===== src/rtl/prod_acc.sv =====
// Frame accumulator for 16-bit unsigned multiplier products, with valid/ready on both sides.
// Optional saturating accumulate when PROD_ACC_SAT_EN is defined; otherwise the sum wraps.
module prod_acc #(
  parameter int ACC_W = 24,
  parameter int LEN   = 4,
  parameter int CNT_W = 8
) (
  input  logic             clk_i,
  input  logic             rst_i,
  input  logic             in_valid_i,
  output logic             in_ready_o,
  input  logic [15:0]      prod_i,
  output logic             out_valid_o,
  input  logic             out_ready_i,
  output logic [ACC_W-1:0] sum_o,
  output logic             ovf_o
);

  // state   | meaning
  // ST_ACC  | accepting products, in_ready=1, out_valid=0
  // ST_HOLD | frame result presented, in_ready=0, out_valid=1
  typedef enum logic {ST_ACC, ST_HOLD} state_t;

  state_t           state_q, state_d;
  logic [ACC_W-1:0] acc_q, acc_d;
  logic [CNT_W-1:0] cnt_q, cnt_d;
  logic             ovf_q, ovf_d;
  logic [ACC_W:0]   sum_ext;
  logic             carry;

  always_ff @(posedge clk_i) begin
    if (rst_i) begin
      state_q <= ST_ACC;
      acc_q   <= '0;
      cnt_q   <= '0;
      ovf_q   <= 1'b0;
    end else begin
      state_q <= state_d;
      acc_q   <= acc_d;
      cnt_q   <= cnt_d;
      ovf_q   <= ovf_d;
    end
  end

  always_comb begin
    state_d = state_q;
    acc_d   = acc_q;
    cnt_d   = cnt_q;
    ovf_d   = ovf_q;
    sum_ext = {1'b0, acc_q} + {{(ACC_W-15){1'b0}}, prod_i};
    carry   = sum_ext[ACC_W];
    unique case (state_q)
      ST_ACC: begin
        if (in_valid_i) begin
`ifdef PROD_ACC_SAT_EN
          // Once saturated, any further nonzero product carries again and stays pinned.
          acc_d = carry ? '1 : sum_ext[ACC_W-1:0];
`else
          acc_d = sum_ext[ACC_W-1:0];
`endif
          ovf_d = ovf_q | carry;
          if (cnt_q == CNT_W'(LEN-1)) begin
            state_d = ST_HOLD;
            cnt_d   = '0;
          end else begin
            cnt_d = cnt_q + CNT_W'(1);
          end
        end
      end
      ST_HOLD: begin
        if (out_ready_i) begin
          state_d = ST_ACC;
          acc_d   = '0;
          ovf_d   = 1'b0;
        end
      end
      default: state_d = ST_ACC;
    endcase
  end

  assign in_ready_o  = (state_q == ST_ACC) && !rst_i;
  assign out_valid_o = (state_q == ST_HOLD);
  assign sum_o       = acc_q;
  assign ovf_o       = ovf_q;

endmodule


===== config.mk =====
export PLATFORM = sky130hd
export DESIGN_NAME = prod_acc
export DESIGN_NICKNAME = d
export VERILOG_FILES = /design/src/rtl/prod_acc.sv
export SDC_FILE = /design/constraint.sdc
export NUM_CORES = 1
export LEC_CHECK = 0
export BUFFER_PORTS_ARGS = -buffer_cell sky130_fd_sc_hd__buf_2
export CORE_AREA = 2 2 86 72
export CTS_CLUSTER_DIAMETER = 50
export DETAILED_ROUTE_END_ITERATION = 12
export DIE_AREA = 0 0 88 74
export SETUP_SLACK_MARGIN = 0.15
export SYNTH_ARGS = -nofsm -noshare
export SYNTH_HDL_FRONTEND = slang
export SYNTH_SLANG_ARGS = --single-unit
export TNS_END_PERCENT = 1

===== constraint.sdc =====
create_clock -name clk_i -period 4.45 [get_ports clk_i]
set_input_delay 0.89 -clock clk_i [delete_from_list [all_inputs] [get_ports clk_i]]
set_output_delay 0.89 -clock clk_i [all_outputs]
set_load 0.005 [all_outputs]

; After elaboration in Yosys (flattened, before gate mapping)
; Cells that the tools add are included.
[word_totals]
output_inout_bits = 27
regBits = 34
input_bits = 20
[classes]
muxes = 11
n_reduce_logical = 4
bitwise = 2
n_eq_ne = 3
n_addsub = 2
[op_table]
columns = cell, count
row1 = $mux 24, 2
row2 = $pmux 24 s2, 1
row3 = $add 24x16->25, 1
row4 = $add 8x1->8 const B, 1
row5 = $eq 8x2->1 const B, 1
row6 = $mux 8, 1
row7 = $mux 1, 5
row8 = $ne 2x2->1 const B, 2
row9 = $pmux 1 s2, 2
row10 = $reduce_and 2->1, 2
row11 = $logic_and 1x1->1, 1
row12 = $logic_not 1->1, 1
row13 = $not 1->1, 1
row14 = $or 1x1->1, 1

; Longest topological paths before layout
[logic_depth]
depth_word = 4
ltp_mapped = 8
depth_no_buf = 8

; Least setup slack after synthesis
; Ideal clock, no wire load.
[synth_path]
path_kind = input port to flip-flop
from = input port prod_i[0]
to = register acc_q[12] (netlist: sum_o[12])
setup_slack_ns = 1.630
n_path_buf = 0
required_ns = 4.333
arrival_time_ns = 2.703
path_stages = 8
setup_time_ns = 0.117
cell_sequence = ha_1 > fa_1 > a211oi_1 > o21ai_1 > nand3b_1 > a21oi_1 > or3_1 > a32o_1
[synth_between]
elab_chain_cells = 3
[synth_lines]
columns = item, line_no
row1 = from (decl), 12  ; input logic [15:0] prod_i,
row2 = $add 24x16->25, 50  ; sum_ext = {1'b0, acc_q} + {{(ACC_W-15){1'b0}}, prod_i};
row3 = $mux 24, 54  ; if (in_valid_i) begin
row4 = $pmux 24 s2, 52  ; unique case (state_q)
row5 = to (signal assigned), 34  ; acc_q <= '0;
row6 = to (signal assigned), 39  ; acc_q <= acc_d;
row7 = to (decl), 25  ; logic [ACC_W-1:0] acc_q, acc_d;
; No other way between the ends. The select of a mux whose other input is x is not followed.
; A chain may end at the register's enable or synchronous reset.

; Worst setup path after layout
; Same ends and word-level chain as after synthesis.

==> run_results.csv <==
group,metric,value,unit
die,dieArea,6510,um^2
logic_synthesis,ys_seq_area_frac,0.312,
timing,timing.fmax,356,MHz
worst_setup_path,crit_chain,"buf_2 > ha_1 > fa_1 > a211oi_1 > o21ai_1 > nand3b_1 > a21oi_1 > or3_1 > a32o_1",
clocking,clock_path_buffers,2,
logic_synthesis,async_flop_share,0,
timing,maxSlewHeadroom,0.406,
clocking,post_cts_buffers,0,
die,initial_utilization,0.386,
finish,syn_to_final_growth,19.8,%
worst_hold_path,hp-class,"flip-flop to flip-flop",
routing,drtIter0Drc,106,
logic_synthesis,synth_top_flop_cell,"dfxtp_1",
logic_synthesis,synth_edf_count,0,
pwr,power_switching,317,uW
pwr,power_frac_seq,0.349,
logic_synthesis,synth_compound_area_frac,0.277,
logic_synthesis,synth_top_family_by_area,"compound AO/OA/AOI/OAI gates",
timing,fin_crit_sh,0.631,
place,place.gp.congestion,0.796,
routing,drc,0,
logic_synthesis,synthAdderAreaFrac,0.107,
clocking,path_clk_slew,0.08,ns
finish,regArea,681,um^2
finish,stdcell_count,379,
place,placed_cell_area,2480,um^2
pwr,total_power,1000,uW
worst_setup_path,worstPathMaxFanout,4,
routing,routed_wl,5250,um
worst_setup_path,start_kind,"input port",
timing,timing.setup.tns,0,ns
timing,slew_violations,0,
clocking,cts_made_buffers,5,
logic_synthesis,syn_nets,290,
clocking,clock_latency,0.29,ns
timing,setup_viol,0,
place,dp_hpwl,4000,um
pwr,p_leak,0.00119,uW
pwr,internal_power,685,uW
timing,fin_skew,0.00909,ns
logic_synthesis,mappedNetlistArea,2180,um^2
routing,viasPerCell,5.27,
worst_hold_path,worstHoldPathCells,2,
worst_setup_path,r2r_cells,8,
clocking,cts_max_level,2,
finish,post-route-util,0.462,
logic_synthesis,synth_cell_types,52,
status,status,"complete, no violations",
finish,drive_above_1_share,0.208,
global_route,antenna_found_initial,0,
worst_setup_path,slowest_delay,0.44,ns
clocking,hold_buffers,0,
worst_setup_path,critPathKind,"input port to flip-flop",
finish,n_antenna_cell,0,
logic_synthesis,ys_warn_count,0,
clocking,cts_resized,0,
global_route,grt_max_degree,13,
global_route,grt_pass1_wl,8980,um
global_route,overflow,0,
clocking,cts_sinks,34,
pwr,p_sw_frac,0.317,
logic_synthesis,synth_area_per_cell,8.66,um^2
global_route,grtUsageTotal,0.175,
pwr,power_density,383,nW/um^2
worst_setup_path,crit_arrival,3.00,ns
place,port-buffer-count,46,
worst_setup_path,cpMaxStageDelayCell,"fa_1",
logic_synthesis,synth-seq-cells,34,
finish,fin_area,2620,um^2
routing,first_pass_iters,4,
timing,hold_violations,0,
timing,worst_slew_pin_slew,0.888,ns
place,place_inst,371,
die,coreArea,5660,um^2
routing,drtAntennaViolNets,0,
logic_synthesis,muxShareOfSynthArea,0.00917,
clocking,clock-root-buffer,"clkbuf_8",
clocking,cts_tree,"built",
finish,fill_cells,570,
routing,wire_per_inst,13.9,um
die,die_y,74,um
pwr,p_comb_frac,0.300,
timing,min_period,2.81,ns
pwr,clkPwrFrac,0.351,
flow_run,cap_violations,0,
logic_synthesis,syn-instance-count,252,
finish,nNetsFinal,335,
timing,rsz0062_at_grt,"no",
die,die_w,88,um
die,num_io_pins,47,
global_route,grt_pass1_vias,1916,
pwr,ir_drop,0.148,mV
routing,vias,1996,
die,rows,25,
finish,multiInputGateArea,1450,um^2
worst_setup_path,worstSetupEndpointType,"flip-flop",
worst_setup_path,cp.required,4.64,ns
logic_synthesis,synth_xor_area_frac,0.0842,
logic_synthesis,synth-simple-area-share,0.186,
[critical path: cells and delay by family]
kind                     cells  cell delay, ns
AO/OA/AOI/OAI                4            0.89
adder cells (fa/ha/maj)      2            0.68
AND/OR/NAND/NOR              2            0.44
buffers and inverters        1            0.10
[final timing paths]
check / endpoint / slack [ns] / from
worst max-delay path: sum_o[12]$_SDFFE_PP0P_ / 1.64 / prod_i[0]
worst min-delay path: cnt_q[1]$_SDFFE_PP0P_ / 0.48 / cnt_q[1]$_SDFFE_PP0P_
worst max register to register: sum_o[12]$_SDFFE_PP0P_ / 2.02 / sum_o[0]$_SDFFE_PP0P_
worst min register to register: cnt_q[1]$_SDFFE_PP0P_ / 0.48 / cnt_q[1]$_SDFFE_PP0P_
[sequential cells by signal (all words and copies together) (netlist names)]
name / count
ovf_o: 1
out_valid_o: 1
sum_o: 24
cnt_q: 8
[synth_stat cells, types with 3 or more instances]
| cell type | number | area (um^2) |
|---|---|---|
| a31oi_1 | 3 | 18.8 |
| a22oi_1 | 3 | 22.5 |
| o21bai_1 | 4 | 30.0 |
| nand2_1 | 21 | 78.8 |
| or4_1 | 4 | 30.0 |
| dfxtp_1 | 34 | 681 |
| xnor2_1 | 7 | 61.3 |
| nor2b_1 | 3 | 18.8 |
| nand3_1 | 7 | 35.0 |
| o31ai_1 | 4 | 30.0 |
| ha_1 | 17 | 213 |
| a211oi_1 | 4 | 30.0 |
| nor2_1 | 18 | 67.6 |
| nand2b_1 | 6 | 37.5 |
| nand4_1 | 4 | 25.0 |
| xor2_1 | 14 | 123 |
| o21ai_0 | 10 | 50.1 |
| inv_1 | 5 | 18.8 |
| and2_1 | 5 | 31.3 |
| o211ai_1 | 3 | 22.5 |
| a22o_1 | 9 | 78.8 |
| a21o_1 | 3 | 22.5 |
| a21oi_1 | 21 | 105 |
| clkbuf_1 | 5 | 18.8 |
[metal layers]
layer | share of wire | GRT usage | vias up | wire [um]
met4 | 0.013 | 0.0581 | 0 | 68
met1 | 0.53 | 0.260 | 905 | 2770
li1 | - | - | 1037 | -
met2 | 0.41 | 0.251 | 45 | 2160
met5 | 0 | 0 | - | 0
met3 | 0.049 | 0.0366 | 9 | 256
[power by group through the flow]
stage / logic, uW / clock network (uW) / registers [uW]
5_1_grt: 337 / 373 / 353
3_5_place_dp: 300 / 0 / 356
3_3_place_gp: 298 / 0 / 355
6_report: 301 / 352 / 349
4_1_cts: 301 / 361 / 349
2_1_floorplan: 223 / 0 / 355
[cells by family (layout without fill, tap and decap cells)]
logic type,count (synthesis),count (layout)
compound gates,86,86
xor+xnor,21,21
fa+ha+maj,18,18
buf+inv,13,59
flops,34,34
mux,2,2
simple gates,78,78
[placed cells by master, fill, tap and decap left out, types with 6 or more instances in the layout]
cell type / synthesis / routed
buf_2: 2 / 46
dfxtp_1: 34 / 34
nand2_1: 21 / 21
a21oi_1: 21 / 21
nor2_1: 18 / 18
ha_1: 17 / 17
xor2_1: 14 / 14
o21ai_0: 10 / 10
a22o_1: 9 / 9
xnor2_1: 7 / 7
nand3_1: 7 / 7
nand2b_1: 6 / 6
[cell type report]
| type | instances | share of cell area |
|---|---|---|
| multi-input combinational | 205 | 0.553 |
| sequential | 34 | 0.260 |
| clock buffer | 5 | 0.0263 |
| clock inverter | 3 | 0.0263 |
| inverter | 5 | 0.00717 |
| timing repair buffer | 46 | 0.0880 |
| tap | 81 | 0.0387 |
[per-stage QoR]
| step | hold WS [ns] | setup slack (ns) |
|---|---|---|
| final | 0.477 | 1.64 |
| after global routing | 0.511 | 1.53 |
| after CTS | 0.480 | 1.65 |
| after detailed placement | 0.470 | 1.33 |
| after global placement | 0.461 | 1.39 |
| after floorplan | 0.449 | 1.63 |
(Power assumes the default switching activity.)
